### src/rtl/phy_tx_paralelo_serie_pkg.sv
// Shared definitions for the PHY transmit serializer: comma symbol, FSM
// state encoding and a small comma-detect helper. The receive side uses the
// same comma value.
package phy_tx_paralelo_serie_pkg;

    // Idle / sync symbol (K28.5-style comma), also what the rx locks on.
    localparam logic [7:0] COMMA = 8'hBC;

    // Default number of comma bytes in the sync preamble.
    localparam int DEFAULT_SYNC_BYTES = 4;

    // Transmitter FSM: sending the sync preamble, or passing user data.
    typedef enum logic {
        ST_SYNC   = 1'b0,
        ST_ACTIVE = 1'b1
    } tx_state_e;

    // True when a byte equals the comma symbol.
    function automatic logic is_comma(input logic [7:0] b);
        return (b == COMMA);
    endfunction

endpackage

### src/rtl/phy_tx_paralelo_serie_byte_timer.sv
// Bit timer for the serializer: a free-running 3-bit down-counter that marks
// the last bit of every byte. Reset loads 7 so the first byte after reset
// lasts a full 8 bit clocks.
module phy_tx_paralelo_serie_byte_timer
    import phy_tx_paralelo_serie_pkg::*;
(
    input  logic clk_8f,
    input  logic reset,
    output logic boundary_out
);

    logic [2:0] bit_cnt_q;
    logic [2:0] bit_cnt_d;

    // Count down every bit clock; 0 wraps naturally back to 7.
    always_comb begin
        bit_cnt_d = bit_cnt_q - 3'd1;
    end

    // Bit counter register.
    always_ff @(posedge clk_8f or negedge reset) begin
        if (!reset) begin
            bit_cnt_q <= 3'd7;
        end else begin
            bit_cnt_q <= bit_cnt_d;
        end
    end

    // The boundary is the cycle in which the LSB of the current byte is on the line.
    assign boundary_out = (bit_cnt_q == 3'd0);

endmodule

### src/rtl/phy_tx_paralelo_serie.sv
// PHY transmit serializer: 8-bit parallel bytes to a 1-bit line, MSB first,
// one bit per clk_8f, no gaps. After reset (or a resync request) it sends
// SYNC_BYTES commas before accepting user data; idle boundaries send commas.
// Optional feature macro: PHY_TX_BYTE_COUNT_EN adds byte_count_out, a 16-bit
// wrapping count of accepted valid bytes (not cleared by resync).
module phy_tx_paralelo_serie
    import phy_tx_paralelo_serie_pkg::*;
#(
    parameter int SYNC_BYTES = DEFAULT_SYNC_BYTES
) (
    input  logic        clk_8f,
    input  logic        reset,
    input  logic [7:0]  data_in,
    input  logic        valid_in,
    output logic        ready_out,
    input  logic        resync_in,
    output logic        serial_out,
    output logic        sync_done_out,
`ifdef PHY_TX_BYTE_COUNT_EN
    output logic [15:0] byte_count_out,
`endif
    output logic        comma_err_out
);

    localparam int CNT_W = (SYNC_BYTES > 1) ? $clog2(SYNC_BYTES) : 1;
    localparam logic [CNT_W-1:0] LAST_SYNC = CNT_W'(SYNC_BYTES - 1);

    tx_state_e          state_q, state_d;
    logic [CNT_W-1:0]   sync_cnt_q, sync_cnt_d;
    logic               resync_pend_q, resync_pend_d;
    logic [7:0]         shreg_q, shreg_d;
    logic               comma_err_q, comma_err_d;
    logic               boundary;
    logic               decision;
    logic               accept;

    phy_tx_paralelo_serie_byte_timer u_byte_timer (
        .clk_8f       (clk_8f),
        .reset        (reset),
        .boundary_out (boundary)
    );

    // Next-state, shift register load and handshake.
    // A "decision" boundary is either an ACTIVE boundary or the boundary that
    // ends the preamble: the byte loaded there is the first non-preamble byte,
    // so the preamble is exactly SYNC_BYTES commas (the reset value counts as
    // the first). A pending resync is honoured only on decision boundaries.
    always_comb begin
        state_d       = state_q;
        sync_cnt_d    = sync_cnt_q;
        resync_pend_d = resync_pend_q | resync_in;
        shreg_d       = {shreg_q[6:0], 1'b0};
        comma_err_d   = 1'b0;
        decision      = 1'b0;
        accept        = 1'b0;

        if (boundary) begin
            shreg_d  = COMMA;
            decision = (state_q == ST_ACTIVE) || (sync_cnt_q == LAST_SYNC);
            if (!decision) begin
                sync_cnt_d = sync_cnt_q + CNT_W'(1);
            end else if (resync_pend_q) begin
                state_d       = ST_SYNC;
                sync_cnt_d    = '0;
                resync_pend_d = 1'b0;
            end else begin
                accept  = 1'b1;
                state_d = ST_ACTIVE;
                if (valid_in) begin
                    shreg_d     = data_in;
                    comma_err_d = is_comma(data_in);
                end
            end
        end
    end

    // Serializer state registers.
    always_ff @(posedge clk_8f or negedge reset) begin
        if (!reset) begin
            state_q       <= ST_SYNC;
            sync_cnt_q    <= '0;
            resync_pend_q <= 1'b0;
            shreg_q       <= COMMA;
            comma_err_q   <= 1'b0;
        end else begin
            state_q       <= state_d;
            sync_cnt_q    <= sync_cnt_d;
            resync_pend_q <= resync_pend_d;
            shreg_q       <= shreg_d;
            comma_err_q   <= comma_err_d;
        end
    end

`ifdef PHY_TX_BYTE_COUNT_EN
    logic [15:0] byte_cnt_q, byte_cnt_d;

    // Count accepted valid bytes; wraps at 16 bits.
    always_comb begin
        byte_cnt_d = byte_cnt_q;
        if (accept && valid_in) begin
            byte_cnt_d = byte_cnt_q + 16'd1;
        end
    end

    // Byte counter register; only reset clears it, resync does not.
    always_ff @(posedge clk_8f or negedge reset) begin
        if (!reset) begin
            byte_cnt_q <= 16'd0;
        end else begin
            byte_cnt_q <= byte_cnt_d;
        end
    end

    assign byte_count_out = byte_cnt_q;
`endif

    assign serial_out    = shreg_q[7];
    assign ready_out     = accept;
    assign sync_done_out = (state_q == ST_ACTIVE);
    assign comma_err_out = comma_err_q;

endmodule
### config.mk
export PLATFORM = sky130hd
export DESIGN_NAME = phy_tx_paralelo_serie
export DESIGN_NICKNAME = d
export VERILOG_FILES = /design/src/rtl/phy_tx_paralelo_serie_pkg.sv /design/src/rtl/phy_tx_paralelo_serie_byte_timer.sv /design/src/rtl/phy_tx_paralelo_serie.sv
export SDC_FILE = /design/constraint.sdc
export NUM_CORES = 1
export LEC_CHECK = 0
export CAP_MARGIN = 10
export CORE_AREA = 3 3 47 49
export CTS_CLUSTER_DIAMETER = 120
export DETAILED_ROUTE_END_ITERATION = 12
export DIE_AREA = 0 0 50 52
export GPL_ROUTABILITY_DRIVEN = 0
export HOLD_SLACK_MARGIN = 0.03
export PLACE_DENSITY = 0.59
export SYNTH_ARGS = -nofsm -noshare
export SYNTH_HDL_FRONTEND = slang
export SYNTH_SLANG_ARGS = --single-unit
export TNS_END_PERCENT = 30
### constraint.sdc
create_clock -name clk_8f -period 2 [get_ports clk_8f]
set_input_delay 0.3 -clock clk_8f [delete_from_list [all_inputs] [get_ports clk_8f]]
set_output_delay 0.3 -clock clk_8f [all_outputs]
set_load 0.01 [all_outputs]
Word level (Yosys, flattened, before mapping). Index checks and enable logic that the tools add are counted.

Reduce and logical (&&, ||, !) cells: 4. Equal/unequal tests: 3. Bitwise gates (word level): 1. Mux-type cells: 16. Add/sub/neg operators: 2.

Operators with widths (number): 8-bit 2-to-1 mux (4); 1-bit 2-to-1 mux (10); 8-bit equality test (second input constant) (1); 2-bit 2-to-1 mux (2); 2-bit AND reduction (2); 3-bit zero test (1); 3-bit by 1-bit subtractor with 3-bit output (second input constant) (1); 2-bit by 1-bit adder with 2-bit output (second input constant) (1); 2-bit equality test (second input constant) (1); 2-bit inequality test (second input constant) (1); 1-bit logical OR (1); 1-bit OR (1).

Input bits: 12. Output and inout bits: 4. Logic and storage cells: 32. Register bits: 16.

Depth between registers and ports, before layout.
Word-level depth: 5. Mapped depth: 6. Mapped depth without buffers: 5.

Modules after synthesis. From an unflattened synthesis, not the netlist that was laid out.

Cells, all modules: 48. Area total of the unflattened synthesis: 663.1 um2.

By module, submodules not included: phy_tx_paralelo_serie (cells each 38, area an instance 540.5 um2, seq. area each 331.6 um2, instances 1); phy_tx_paralelo_serie_byte_timer (cells each 10, area an instance 122.6 um2, seq. area each 78.8 um2, instances 1).

Worst setup path after synthesis. Ideal clock, no wire load.

Path type: register to register. Start: register u_byte_timer.bit_cnt_q[0]. End: register sync_cnt_q[1]. Library setup time: 122 ps. Required time: 1878 ps. Buffers on the path: 1. Path slack: 563 ps. Arrival: 1316 ps. Cell stages (with the launch flop): 6. Clock period less this slack: 1437 ps. Path through: dfstp_2 > inv_1 > ha_1 > nor2b_1 > clkbuf_1 > a32o_1.

Cells in the longest elaborated chain, start to end: 2.

Ends and longest elaborated chain: start: declaration (line phy_tx_paralelo_serie_byte_timer.sv:12) `logic [2:0] bit_cnt_q;`; start signal: assignment (line phy_tx_paralelo_serie_byte_timer.sv:25) `bit_cnt_q <= bit_cnt_d;`; 3-bit zero test (line phy_tx_paralelo_serie_byte_timer.sv:30) `assign boundary_out = (bit_cnt_q == 3'd0);`; 2-bit AND reduction (no source line); end signal: assignment (line phy_tx_paralelo_serie.sv:87) `sync_cnt_q <= sync_cnt_d;`; end: declaration (line phy_tx_paralelo_serie.sv:29) `logic [CNT_W-1:0] sync_cnt_q, sync_cnt_d;`.

Every way passes these cells. A chain may end at the register's enable or synchronous reset.

Final worst setup path.
Start: register u_byte_timer.bit_cnt_q[0]. End: output port ready_out.

Cells in the longest elaborated chain, start to end: 2.

Ends and longest elaborated chain: 3-bit zero test (line phy_tx_paralelo_serie_byte_timer.sv:30); 1-bit 2-to-1 mux (line phy_tx_paralelo_serie.sv:57) `if (boundary) begin`; end: declaration (line phy_tx_paralelo_serie.sv:15) `output logic ready_out,`.

Every way passes these cells.

==> metrics.yaml <==
avgRoutedWirePerCell_microns: 10.79
cap_violations: 0
antenna_found_initial: 0
crit_start: "u_byte_timer.bit_cnt_q[0]"
clock.fmax_mhz: 609.6
fp.dieArea_sq_mm: 0.002600
synth.distinct_cells: 20
finalHoldViolations: 0
drive_gt1_frac: 0.2208
leakagePower_nw: 0.4190
num_vias: 451
synth_area_sq_um: 678.2
outcome: "completed"
drt_iter0_drc: 5
drv_slew: 0
place_area_sq_um: 862.1
ios: 16
synth_nets: 72
overflow: 0
gr-usage-all-layers: 0.1025
cts-root-buf: "clkbuf_4"
antenna_left: 0
cts.sinks: 16
cts_made_buffers: 3
hold_class: "primary input to asynchronous set/reset pin"
nNetsFinal: 93
crit_type: "flip-flop to output pin"
drc: 0
die_w_microns: 50
vdd_drop_max_mv: 0.5260
mostFrequentLayoutCells: "14 x clkdlybuf4s50_1, 8 x dfrtp_1, 8 x dfstp_2, 7 x inv_1"
htreeDepth: 1
clkTransAtPathRegs_ps: 90
grt_max_degree: 17
fin_crit_ps: 1640
period_share: 0.8202
drt-pass1-iter-count: 3
layout_commonest_cell: "clkdlybuf4s50_1"
fin_skew_ps: 7.347
slew_headroom: 0.6562
insertion_delay_ps: 280
rsz0062_at_grt: "false"
rows: 16
final_cell_area_sq_um: 908.4
io_buffers: 15
synth_area_leaders: "dfstp_2 31%, dfrtp_1 30%, o22a_1 6.5%"
antenna_cells: 0
p_per_area_mw_per_mm2: 619.2
endpoint_kind: "output pin"
nFillCells: 188
tritoncts: "built"
die_h_microns: 52
avgSynthCellArea_sq_um: 11.90
ys.warnings.count: 0
coreArea_sq_mm: 0.001902
setup_viol: 0
netlist_instances: 57
yosysTopAreaCell: "dfstp_2"
cp_data_required_time_ps: 1700
crit_arrival_ps: 1340
worst_slew_pin_slew_ps: 514.6
syn_to_final_growth_pct: 33.95
grt_pass1_vias: 476
fin_setup_tns_ps: 0
synth_top_area_share: 0.3100
critPathMaxFanout: 3
synth-seq-cells: 16
avgViaCountPerCell: 4.337
dp_hpwl_microns: 883.1
start_util: 0.3566
r2r_slack_ps: 420
grt_pass1_wl_microns: 1925
timing.rr.start: "u_byte_timer.bit_cnt_q[0]"
cts_hold_buf: 0
routed_wl_microns: 1122
yosysSeqAreaShare: 0.6052
critPathLaunchType: "flip-flop"
clockBufferDepth: 2
area by class of cell:
| cell class | instances | area (sq um) | area share |
|---|---|---|---|
| timing repair buffer | 18 | 175.2 | 0.1928 |
| tap | 27 | 33.78 | 0.03719 |
| sequential | 16 | 410.4 | 0.4518 |
| multi-input combinational | 32 | 226.5 | 0.2493 |
| clock buffer | 4 | 36.28 | 0.03994 |
| inverter | 7 | 26.28 | 0.02893 |
kinds of logic after synthesis:
logic type,count (synthesis),synth area share
fa+ha+maj,3,0.05536
flops,16,0.6052
xor+xnor,1,0.01292
simple gates,14,0.1052
compound gates,14,0.1605
buf+inv,9,0.06089
flip-flops by register name (all words and copies together) (netlist names):
name / cells
shreg_q: 8
u_byte_timer.bit_cnt_q: 3
sync_cnt_q: 2
comma_err_out: 1
resync_pend_q: 1
sync_done_out: 1
synthesized netlist by cell type:
master	number
a21oi_1	4
a31oi_1	1
a32o_1	1
buf_6	1
clkbuf_1	1
dfrtp_1	8
dfstp_2	8
ha_1	3
inv_1	7
nand2_1	3
nand2b_1	1
nand4_1	2
nor2_1	5
nor2b_1	1
nor3_2	1
o21ai_1	2
o21bai_4	1
o22a_1	5
or3_1	1
xor2_1	1
path summary, 6_finish.rpt:
path                                             endpoint  depth (start not counted)
worst min register to register  u_byte_timer.bit_cnt_q[0]                          1
worst max register to register                 shreg_q[2]                          6
max in group asynchronous                      shreg_q[2]                          2
worst min-delay path                        comma_err_out                          2
worst max-delay path                            ready_out                          5
min in group clk_8f             u_byte_timer.bit_cnt_q[0]                          1
power breakdown:
part,switching [mW],leakage (nW),internal [mW],total [mW]
registers,0.0000000181,0.180,0.324,0.324
clock network,0.0937,0.0210,0.111,0.204
logic,0.0124,0.218,0.0215,0.0339
total,0.106,0.419,0.456,0.563
metal layers:
| metal | GRT usage | vias to the layer above | share of wire |
|---|---|---|---|
| li1 | - | 235 | - |
| met1 | 0.1014 | 207 | 0.42 |
| met5 | 0 | - | 0 |
| met4 | 0.02765 | 0 | 0 |
| met3 | 0.05731 | 0 | 0.061 |
| met2 | 0.1826 | 9 | 0.52 |
critical path, cell delays in order (launching register included):
cell	delay [ps]
dfstp_2	520
inv_1	60
ha_1	200
nand2b_1	80
nor2_1	40
dlymetal6s2s_1	160
through the flow:
stage	util	total power [mW]	std cells	hold WS (ps)	worst slack (ps)
after floorplan	-	0.3331	57	4.409	562.9
after global placement	0.4533	0.3648	99	461.2	283.2
after detailed placement	0.4533	0.3648	99	462.2	258.7
after CTS	0.4763	0.5762	104	325.8	15.73
after global routing	0.4776	0.5960	104	330.1	250.8
final	0.4776	0.5625	104	322.8	359.6
timing repair:
action / CTS / global route
setup endpoints to repair: 1 / 1
resized for setup: 0 / 1
pin swaps: 0 / 0
setup buffers: 1 / 0
hold endpoints to repair: 0 / 0
gates cloned: 0 / 0
Power figures use the tool's default switching activity.
